### config.mk
export PLATFORM = sky130hd
export DESIGN_NAME = bufgctrl_switch_ctrl_flat
export DESIGN_NICKNAME = d
export VERILOG_FILES = /design/src/rtl/bufgctrl_switch_pkg.sv /design/src/rtl/bufgctrl_switch_ctrl_if.sv /design/src/rtl/bufgctrl_switch_cnt.sv /design/src/rtl/bufgctrl_switch_ctrl.sv /design/src/flat_wrapper.sv
export SDC_FILE = /design/constraint.sdc
export NUM_CORES = 1
export LEC_CHECK = 0
export ABC_AREA = 1
export ABC_CLOCK_PERIOD_IN_PS = 1800
export BUFFER_PORTS_ARGS = -buffer_cell sky130_fd_sc_hd__buf_4
export CAP_MARGIN = 20
export CORE_MARGIN = 1
export CORE_UTILIZATION = 43
export CTS_CLUSTER_DIAMETER = 200
export DETAILED_ROUTE_END_ITERATION = 12
export PLACE_DENSITY = 0.76
export SKIP_LAST_GASP = 1
export SYNTH_ARGS = -nofsm -noshare
export SYNTH_HDL_FRONTEND = slang
export SYNTH_HIERARCHICAL = 1
export SYNTH_SLANG_ARGS = --single-unit
export TNS_END_PERCENT = 50
### constraint.sdc
create_clock -name clk -period 1.8 [get_ports clk]
set_clock_uncertainty 0.05 [all_clocks]
set_input_delay 0.09 -clock clk [delete_from_list [all_inputs] [get_ports clk]]
set_output_delay 0.09 -clock clk [all_outputs]
set_load 0.02 [all_outputs]
### src/rtl/bufgctrl_switch_pkg.sv
// Shared types and constants for the clock-buffer switch sequencer.
//   state_t       : sequencer states
//   CYC_MIN/MAX   : legal range for the drain/settle cycle parameters
//   cnt_width()   : down-counter width for the given drain/settle lengths
//   clamp_cycles(): forces a cycle parameter into the legal range
package bufgctrl_switch_pkg;

  typedef enum logic [1:0] {
    ST_IDLE   = 2'd0,
    ST_DRAIN  = 2'd1,
    ST_SETTLE = 2'd2
  } state_t;

  localparam int CYC_MIN = 1;
  localparam int CYC_MAX = 255;

  function automatic int clamp_cycles(input int cycles);
    if (cycles < CYC_MIN) return CYC_MIN;
    if (cycles > CYC_MAX) return CYC_MAX;
    return cycles;
  endfunction

  function automatic int cnt_width(input int drain, input int settle);
    int m;
    m = (drain > settle) ? drain : settle;
    if (m < 1) m = 1;
    return $clog2(m + 1);
  endfunction

endpackage

### src/rtl/bufgctrl_switch_ctrl_if.sv
// Request/acknowledge handshake between clock-management logic and the
// clock-buffer switch sequencer.
//   req_valid  : single-cycle switch request
//   req_sel    : requested input (0 = I0, 1 = I1)
//   ack        : one-cycle completion/rejection pulse
//   err        : one-cycle pulse with ack on rejection
//   busy       : switch sequence in progress
//   active_sel : currently committed input
interface bufgctrl_switch_ctrl_if;
  logic req_valid;
  logic req_sel;
  logic ack;
  logic err;
  logic busy;
  logic active_sel;

  modport master (
    output req_valid, req_sel,
    input  ack, err, busy, active_sel
  );

  modport slave (
    input  req_valid, req_sel,
    output ack, err, busy, active_sel
  );
endinterface

### src/rtl/bufgctrl_switch_cnt.sv
// Loadable down-counter with zero flag, shared by the drain and settle phases.
//   clk, rst_n : control clock, async active-low reset
//   load       : load load_val (has priority over counting)
//   load_val   : value to load
//   zero       : counter is 0 (counter holds at 0, never wraps)
module bufgctrl_switch_cnt #(
  parameter int WIDTH = 4
) (
  input  logic             clk,
  input  logic             rst_n,
  input  logic             load,
  input  logic [WIDTH-1:0] load_val,
  output logic             zero
);

  logic [WIDTH-1:0] cnt_q;

  always_ff @(posedge clk or negedge rst_n) begin
    if (!rst_n) begin
      cnt_q <= '0;
    end else if (load) begin
      cnt_q <= load_val;
    end else if (cnt_q != '0) begin
      cnt_q <= cnt_q - WIDTH'(1);
    end
  end

  assign zero = (cnt_q == '0);

endmodule

### src/rtl/bufgctrl_switch_ctrl.sv
// Sequencer for the select/enable pins of a glitch-free dual-input clock
// buffer. A switch request is turned into deselect -> drain -> select ->
// settle, then acknowledged. All outputs are registered.
//
// Optional feature macro: BUFGCTRL_SWITCH_IGNORE_EN
//   When defined, an outgoing clock that is unhealthy at acceptance has its
//   IGNORE pin raised for the duration of the switch so the buffer can leave
//   a dead clock. When undefined, ignore0/ignore1 are constant 0.
//
// Ports:
//   clk, rst_n         : control clock, async active-low reset
//   bus (slave)        : req_valid/req_sel in; ack/err/busy/active_sel out
//   clk0_ok, clk1_ok   : input health, synchronous to clk
//   ce0, ce1, s0, s1   : buffer enable/select pins
//   ignore0, ignore1   : buffer ignore pins
//
// state     | meaning
// ----------+------------------------------------------------------------
// ST_IDLE   | committed input selected, accepting requests
// ST_DRAIN  | both inputs deselected, waiting DRAIN_CYCLES
// ST_SETTLE | target selected, waiting SETTLE_CYCLES before ack
module bufgctrl_switch_ctrl
  import bufgctrl_switch_pkg::*;
#(
  parameter int INIT_SEL      = 0,
  parameter int DRAIN_CYCLES  = 8,
  parameter int SETTLE_CYCLES = 8
) (
  input  logic                   clk,
  input  logic                   rst_n,
  bufgctrl_switch_ctrl_if.slave  bus,
  input  logic                   clk0_ok,
  input  logic                   clk1_ok,
  output logic                   ce0,
  output logic                   ce1,
  output logic                   s0,
  output logic                   s1,
  output logic                   ignore0,
  output logic                   ignore1
);

  localparam int DRAIN_EFF  = clamp_cycles(DRAIN_CYCLES);
  localparam int SETTLE_EFF = clamp_cycles(SETTLE_CYCLES);
  localparam int CW         = cnt_width(DRAIN_EFF, SETTLE_EFF);
  localparam logic [CW-1:0] DRAIN_LD  = CW'(DRAIN_EFF - 1);
  localparam logic [CW-1:0] SETTLE_LD = CW'(SETTLE_EFF - 1);
  localparam logic INIT_BIT = (INIT_SEL != 0);
  localparam logic [1:0] INIT_CE = INIT_BIT ? 2'b10 : 2'b01;

  state_t        state_q, state_nxt;
  logic          tgt_q, tgt_nxt;
  logic          active_q, active_nxt;
  logic          ack_q, ack_nxt;
  logic          err_q, err_nxt;
  logic          busy_q, busy_nxt;
  // ce and s always move together; index 0 is I0, index 1 is I1
  logic [1:0]    ce_q, ce_nxt;
  logic [1:0]    ign_q, ign_nxt;
  logic          cnt_load;
  logic [CW-1:0] cnt_val;
  logic          cnt_zero;
  logic          tgt_ok;

  bufgctrl_switch_cnt #(.WIDTH(CW)) u_cnt (
    .clk      (clk),
    .rst_n    (rst_n),
    .load     (cnt_load),
    .load_val (cnt_val),
    .zero     (cnt_zero)
  );

  assign tgt_ok = bus.req_sel ? clk1_ok : clk0_ok;

  always_ff @(posedge clk or negedge rst_n) begin
    if (!rst_n) begin
      state_q  <= ST_IDLE;
      tgt_q    <= INIT_BIT;
      active_q <= INIT_BIT;
      ack_q    <= 1'b0;
      err_q    <= 1'b0;
      busy_q   <= 1'b0;
      ce_q     <= INIT_CE;
      ign_q    <= 2'b00;
    end else begin
      state_q  <= state_nxt;
      tgt_q    <= tgt_nxt;
      active_q <= active_nxt;
      ack_q    <= ack_nxt;
      err_q    <= err_nxt;
      busy_q   <= busy_nxt;
      ce_q     <= ce_nxt;
      ign_q    <= ign_nxt;
    end
  end

  always_comb begin
    state_nxt  = state_q;
    tgt_nxt    = tgt_q;
    active_nxt = active_q;
    ack_nxt    = 1'b0;
    err_nxt    = 1'b0;
    busy_nxt   = busy_q;
    ce_nxt     = ce_q;
    ign_nxt    = ign_q;
    cnt_load   = 1'b0;
    cnt_val    = '0;

    case (state_q)
      ST_IDLE: begin
        if (bus.req_valid) begin
          if (bus.req_sel == active_q) begin
            ack_nxt = 1'b1;
          end else if (!tgt_ok) begin
            ack_nxt = 1'b1;
            err_nxt = 1'b1;
          end else begin
            tgt_nxt   = bus.req_sel;
            state_nxt = ST_DRAIN;
            busy_nxt  = 1'b1;
            ce_nxt    = 2'b00;
            cnt_load  = 1'b1;
            cnt_val   = DRAIN_LD;
`ifdef BUFGCTRL_SWITCH_IGNORE_EN
            ign_nxt[active_q] = ~(active_q ? clk1_ok : clk0_ok);
`endif
          end
        end
      end

      ST_DRAIN: begin
        if (cnt_zero) begin
          state_nxt      = ST_SETTLE;
          ce_nxt[tgt_q]  = 1'b1;
          cnt_load       = 1'b1;
          cnt_val        = SETTLE_LD;
        end
      end

      ST_SETTLE: begin
        if (cnt_zero) begin
          state_nxt  = ST_IDLE;
          active_nxt = tgt_q;
          ack_nxt    = 1'b1;
          busy_nxt   = 1'b0;
          ign_nxt    = 2'b00;
        end
      end

      default: begin
        state_nxt = ST_IDLE;
      end
    endcase
  end

  assign bus.ack        = ack_q;
  assign bus.err        = err_q;
  assign bus.busy       = busy_q;
  assign bus.active_sel = active_q;
  assign ce0     = ce_q[0];
  assign s0      = ce_q[0];
  assign ce1     = ce_q[1];
  assign s1      = ce_q[1];
  assign ignore0 = ign_q[0];
  assign ignore1 = ign_q[1];

endmodule
### src/flat_wrapper.sv
// flat-port wrapper written by rule: the top's interface ports become plain ports
module bufgctrl_switch_ctrl_flat import bufgctrl_switch_pkg::*;
#(
  parameter int INIT_SEL      = 0,
  parameter int DRAIN_CYCLES  = 8,
  parameter int SETTLE_CYCLES = 8
)
  (clk, rst_n, clk0_ok, clk1_ok, ce0, ce1, s0, s1, ignore0, ignore1, bus_req_valid, bus_req_sel, bus_ack, bus_err, bus_busy, bus_active_sel);
  bufgctrl_switch_ctrl_if bus_i ();
  input  logic clk;
  input  logic rst_n;
  input  logic clk0_ok;
  input  logic clk1_ok;
  output logic ce0;
  output logic ce1;
  output logic s0;
  output logic s1;
  output logic ignore0;
  output logic ignore1;
  input wire logic [$bits(bus_i.req_valid)-1:0] bus_req_valid;
  input wire logic [$bits(bus_i.req_sel)-1:0] bus_req_sel;
  output wire logic [$bits(bus_i.ack)-1:0] bus_ack;
  output wire logic [$bits(bus_i.err)-1:0] bus_err;
  output wire logic [$bits(bus_i.busy)-1:0] bus_busy;
  output wire logic [$bits(bus_i.active_sel)-1:0] bus_active_sel;
  assign bus_i.req_valid = bus_req_valid;
  assign bus_i.req_sel = bus_req_sel;
  assign bus_ack = bus_i.ack;
  assign bus_err = bus_i.err;
  assign bus_busy = bus_i.busy;
  assign bus_active_sel = bus_i.active_sel;
  bufgctrl_switch_ctrl #(.INIT_SEL(INIT_SEL), .DRAIN_CYCLES(DRAIN_CYCLES), .SETTLE_CYCLES(SETTLE_CYCLES)) u_core (.clk(clk), .rst_n(rst_n), .bus(bus_i), .clk0_ok(clk0_ok), .clk1_ok(clk1_ok), .ce0(ce0), .ce1(ce1), .s0(s0), .s1(s1), .ignore0(ignore0), .ignore1(ignore1));
endmodule
After elaboration in Yosys (flattened, before gate mapping):

Cells that the tools add are included.

* bits of input ports: 6
* register bits after elaboration: 13
* logic and storage cells: 71
* output and inout bits: 10

* equal/unequal tests: 8
* muxes and demuxes: 38
* add/subtract/negate cells: 1
* bitwise gates (word level): 2
* reductions and logical operators: 12
* order comparisons: 2

Operators by type and width (count)
* 2-to-1 mux 2 bit: 9
* 2-to-1 mux 1 bit: 16
* 2-to-1 mux 4 bit: 4
* AND reduction 5 bit: 3
* case mux 4 bit (2 select lines): 1
* 2-to-1 mux 3 bit: 2
* != test 2 x 1 -> 1 bit (second input constant): 3
* case mux 1 bit (2 select lines): 3
* case mux 2 bit (3 select lines): 1
* nonzero test 2 bit: 3
* zero test 4 bit: 1
* != test 2 bit (second input constant): 2
* case mux 2 bit (2 select lines): 1
* AND reduction 4 bit: 1
* nonzero test 4 bit: 1
* subtractor 4 x 1 -> 4 bit (second input constant): 1
* equality test 2 x 1 -> 1 bit (second input constant): 1
* equality test 2 bit (second input constant): 1
* zero test 2 bit: 1
* < comparator 1 x 2 -> 1 bit (second input constant): 1
* bitwise OR 2 bit: 1
* AND reduction 2 bit: 1
* demux 1 bit (select 1 bit): 1
* equality test 1 bit: 1
* other kinds (3): 3

Depth between registers and ports, before layout:

* depth in word-level cells: 7
* gate-level depth with buffers: 11

Modules after synthesis:

Netlist, hierarchy kept.

By module, submodules not included
* bufgctrl_switch_ctrl: instances 1, seq. area each 226.5 um^2, area each 494.2 um^2, cells each 63
* bufgctrl_switch_cnt: instances 1, seq. area each 100.1 um^2, area each 242.7 um^2, cells each 34

Least setup slack after synthesis:

Ideal clock, no wire load.

* path type: register to register
* from: reg u_core.u_cnt.cnt_q[0]
* to: reg u_core.u_cnt.cnt_q[3]
* data arrival time: 1326 ps
* clock period less this slack: 1493 ps
* stages on the path, launching flop included: 12
* slack: 307 ps
* required time: 1634 ps
* path through: dfrtp_1 > inv_1 > ha_1 > nand2_1 > inv_1 > nand2_1 > nand2_4 > inv_1 > nand2_1 > inv_1 > nand2_1 > nand2_1

* word-level cells in the longest chain between the ends: 4
* elaborated cells on any way between the ends: 8
* those cells by class: add/sub: 1; mux: 4; reduce/logical: 3

RTL lines
* from (decl): line bufgctrl_switch_cnt.sv:16 `logic [WIDTH-1:0] cnt_q;`
* from (signal assigned): line bufgctrl_switch_cnt.sv:22 `cnt_q <= load_val;`
* from (signal assigned): line bufgctrl_switch_cnt.sv:24 `cnt_q <= cnt_q - WIDTH'(1);`
* zero test 4 bit (*): line bufgctrl_switch_cnt.sv:28 `assign zero = (cnt_q == '0);`
* net u_core.cnt_zero: line bufgctrl_switch_ctrl.sv:61 `logic cnt_zero;`
* 2-to-1 mux 1 bit (*): line bufgctrl_switch_ctrl.sv:131 `if (cnt_zero) begin`
* case mux 1 bit (2 select lines) (*): line bufgctrl_switch_ctrl.sv:108 `case (state_q)`
* net u_core.cnt_load: line bufgctrl_switch_ctrl.sv:59 `logic cnt_load;`
* 2-to-1 mux 4 bit / nonzero test 2 bit (equally long branches)

Mark *: on every way through the listed nets, which the timed path passes. The rest lies on a longest branch. The select of a mux whose other input is x is not followed.
A chain may end at the register's enable or synchronous reset.

Worst setup path after layout:

Ends and elaborated chain as after synthesis.

==> load_flow_metrics.sql <==
INSERT INTO impl_metrics (metric_group, metric, value, unit) VALUES
('grt', 'grt_pass1_wl', '2.06', 'mm'),
('placed_design', 'gp_congestion', '0.797', ''),
('clock_tree', 'clkLatencyLatePin', '270', 'ps'),
('finish', 'n_antenna_cell', '0', ''),
('pwr', 'p_switching', '0.000669', 'W'),
('critical_path', 'worstSetupStartpointType', 'flip-flop', ''),
('synth', 'synth_sequential_area_ratio', '44.3', '%'),
('synth', 'synthesis.instances', '97', ''),
('floorplan', 'die-area', '1880', 'sq um'),
('pwr', 'p_int', '0.000835', 'W'),
('floorplan', 'fp-row-count', '14', ''),
('floorplan', 'fp.coreArea', '1560', 'sq um'),
('clock_tree', 'cts_tree', 'done', ''),
('run', 'maxCapViolCount', '0', ''),
('worst_hold_path', 'worst_hold_path.num_cells', '3', ''),
('sta', 'finalCriticalPeriod', '1600', 'ps'),
('grt', 'maximum_number_of_pins_on_one_net_before_global_route_repair', '14', ''),
('detailed_routing', 'drt-wirelength-per-cell', '9.89', 'microns'),
('clock_tree', 'clock_pin_slew_on_the_worst_setup_and_hold_paths', '80', 'ps'),
('sta', 'setup_violations', '0', ''),
('critical_path', 'r2r_end', 'u_core/u_cnt/cnt_q[3]', ''),
('floorplan', 'initial_core_util', '47.3', '%'),
('clock_tree', 'numCtsBuffers', '3', ''),
('critical_path', 'required', '1920', 'ps'),
('finish', 'layout-drive-gt1-share', '23.5', '%'),
('pwr', 'p_total', '0.00150', 'W'),
('sta', 'max_freq', '0.625', 'GHz'),
('status', 'failed_checks', 'design-rule violations', ''),
('worst_hold_path', 'min_delay_worst_endpoint', 'u_core/tgt_q', ''),
('clock_tree', 'cts.htree.levels', '1', ''),
('critical_path', 'reg2reg_depth', '11', ''),
('placed_design', 'dp.final_hpwl', '935', 'microns'),
('grt', 'antenna_found_initial', '0', ''),
('critical_path', 'regToRegSetupSlack', '200', 'ps'),
('grt', 'grt_use_total', '15.6', '%'),
('clock_tree', 'clk_root_buffer_cell', 'clkbuf_4', ''),
('detailed_routing', 'detail_route.drc_violations', '2', ''),
('clock_tree', 'cts.sinks', '13', ''),
('finish', 'num-nets-final', '123', ''),
('floorplan', 'die_x', '43.4', 'microns'),
('floorplan', 'floorplan.die.height', '43.4', 'microns'),
('grt', 'global_route_total_overflow', '0', ''),
('critical_path', 'worst-endpoint-arrival', '1720', 'ps'),
('detailed_routing', 'postRouteWirelength', '1.30', 'mm'),
('pwr', 'sequential_cell_fraction_of_total_power', '36.5', '%'),
('finish', 'postLayoutCoreUtil', '56.7', '%'),
('synth', 'post_synth_num_cell_types', '21', ''),
('status', 'outcome', 'complete, but fails checks', ''),
('pwr', 'power.share.clock', '11.9', '%'),
('worst_hold_path', 'hold_path_class', 'input port to flip-flop', ''),
('synth', 'yosys_warnings', '6', ''),
('pwr', 'combPwrFrac', '51.6', '%'),
('critical_path', 'r2r-start', 'u_core/u_cnt/cnt_q[0]', ''),
('finish', 'fillerInstances', '145', ''),
('pwr', 'p_leak', '0.482', 'nW'),
('critical_path', 'worstSetupEndpointType', 'flip-flop', ''),
('pwr', 'irDropWorstVdd', '0.734', 'mV'),
('synth', 'synthesis.area', '737', 'sq um'),
('worst_hold_path', 'timing.hold.worst.start', 'bus_req_sel', ''),
('synth', 'yosys_register_bits', '13', ''),
('grt', 'grt_pass1_vias', '540', ''),
('sta', 'final-max-slew-violation-count', '0', ''),
('finish', 'area_growth_syn_to_layout', '20.0', '%'),
('sta', 'holdWs', '47.0', 'ps'),
('sta', 'setup_repair_after_global_routing_missed_its_margin', 'no', ''),
('clock_tree', 'clock_path_buffers', '2', ''),
('placed_design', 'port_buffers', '13', ''),
('critical_path', 'largest_fanout_on_the_critical_path', '6', ''),
('detailed_routing', 'route.detailed.vias_per_inst', '4.92', ''),
('detailed_routing', 'via_count', '644', ''),
('detailed_routing', 'residual_antenna_violating_net_count_after_detailed_routing', '0', ''),
('sta', 'timing.setup.tns', '0', 'ps'),
('pwr', 'cellPowerDensity', '1700', 'nW/um^2'),
('detailed_routing', 'initialDrtViolationCount', '20', ''),
('detailed_routing', 'drtPass1Iterations', '8', ''),
('sta', 'hold_viol', '0', ''),
('sta', 'final_min_period_over_clock_period', '88.9', '%'),
('pwr', 'switching_share', '44.5', '%'),
('critical_path', 'timing_worst_setup_path_type', 'flip-flop to flip-flop', ''),
('floorplan', 'pin_count', '16', ''),
('synth', 'post_synth.cell_area_avg', '7.60', 'sq um');
## power groups by stage
stage | Combinational, W | Clock (W) | Sequential (W)
final | 0.000777 | 0.000178 | 0.000549
after global routing | 0.000873 | 0.000204 | 0.000566
after CTS | 0.000761 | 0.000191 | 0.000548
after detailed placement | 0.000755 | 0 | 0.000554
after global placement | 0.000737 | 0 | 0.000549
after floorplan | 0.000519 | 0 | 0.000601
## repair_timing
item / in CTS / in global routing
hold endpoints to repair: 13 / 0
resized for setup: 0 / 1
setup buffers: 0 / 1
hold buffers: 1 / 0
setup endpoints to repair: 0 / 2
## worst max-delay path: stages, from the launching register on
cell,delay (ps)
dfrtp_1,380
inv_1,110
ha_1,230
nand2_1,90
inv_1,110
nand2_2,120
nand2_4,110
inv_1,70
nand2_1,80
inv_1,40
nand2_1,60
nand2_1,50
## metrics by stage
stage	instance area, sq um	instances	worst slack, ps
2_1_floorplan	744	99	307
3_3_place_gp	832	124	161
3_5_place_dp	832	124	142
4_1_cts	868	129	125
5_1_grt	885	131	30.1
6_report	885	131	200
## flip-flops by register name, indices dropped and copies added, names as in the netlist
| signal | cells |
|---|---|
| u_core/bus.ack | 1 |
| u_core/bus.active_sel | 1 |
| u_core/bus.busy | 1 |
| u_core/bus.err | 1 |
| u_core/ce_q | 2 |
| u_core/state_q | 2 |
| u_core/tgt_q | 1 |
| u_core/u_cnt/cnt_q | 4 |
## cells by family after synthesis
group	synth area share, %
AOI/OAI and AO/OA	6.79
xor gates and xnor gates	1.19
adders and majority gates	1.70
DFF	44.3
other	0.509
buffers and inverters	10.7
and+or+nand+nor	34.8
## cell usage in the layout, fill, tap and decap left out
master         netlist  routed
a21oi_1              1       1
buf_4                4      14
clkbuf_1             0       1
clkbuf_4             0       3
clkinv_1             1       1
conb_1               1       3
dfrtp_1             12      12
dfstp_2              1       1
dlygate4sd3_1        0       1
ha_1                 1       1
inv_1               10      10
inv_2                2       2
nand2_1             34      33
nand2_2              0       2
nand2_4              1       1
nand3_1              6       6
nand3_2              1       1
nand3_4              1       1
nand3b_1             1       1
nor2_1               8       8
nor2_2               1       1
nor3_4               1       1
o21ai_0              5       5
o21ai_1              4       4
xnor2_1              1       1
## worst max path at each step
stage / from / to / depth (start not counted)
final: u_core/u_cnt/cnt_q[0] / u_core/u_cnt/cnt_q[3] / 11
after global routing: u_core/u_cnt/cnt_q[0] / u_core/u_cnt/cnt_q[3] / 11
after CTS: u_core/u_cnt/cnt_q[0] / u_core/u_cnt/cnt_q[3] / 11
after global placement: u_core/u_cnt/cnt_q[0] / u_core/u_cnt/cnt_q[3] / 11
after floorplan: u_core/u_cnt/cnt_q[0] / u_core/u_cnt/cnt_q[3] / 11
after detailed placement: u_core/u_cnt/cnt_q[0] / u_core/u_cnt/cnt_q[3] / 11
## layout make-up
| type | count | area (sq um) | share of cell area, % |
|---|---|---|---|
| tap | 16 | 20.0 | 2.26 |
| clock buffer | 4 | 26.3 | 2.97 |
| sequential | 13 | 327 | 36.9 |
| inverter | 13 | 48.8 | 5.52 |
| timing repair buffer | 15 | 115 | 13.0 |
| multi-input combinational | 70 | 348 | 39.3 |
## synth_stat cells (all sizes together)
cell / instances / area [sq um]
dfrtp: 12 / 300
nand3b: 1 / 7.51
nor2: 9 / 36.3
nand2: 35 / 139
conb: 1 / 3.75
dfstp: 1 / 26.3
o21ai: 9 / 45.0
xnor2: 1 / 8.76
nand3: 8 / 57.6
inv: 12 / 45.1
nor3: 1 / 16.3
buf: 4 / 30.0
clkinv: 1 / 3.75
ha: 1 / 12.5
a21oi: 1 / 5.00
## routing by layer
layer / up-vias / wire length [microns] / track usage [%]
li1: 331 / - / -
met1: 293 / 532 / 16.2
met2: 20 / 664 / 27.3
met3: 0 / 98 / 7.50
met4: 0 / 0 / 5.63
met5: - / 0 / 0
No activity file was read; power rests on OpenSTA's default activity.
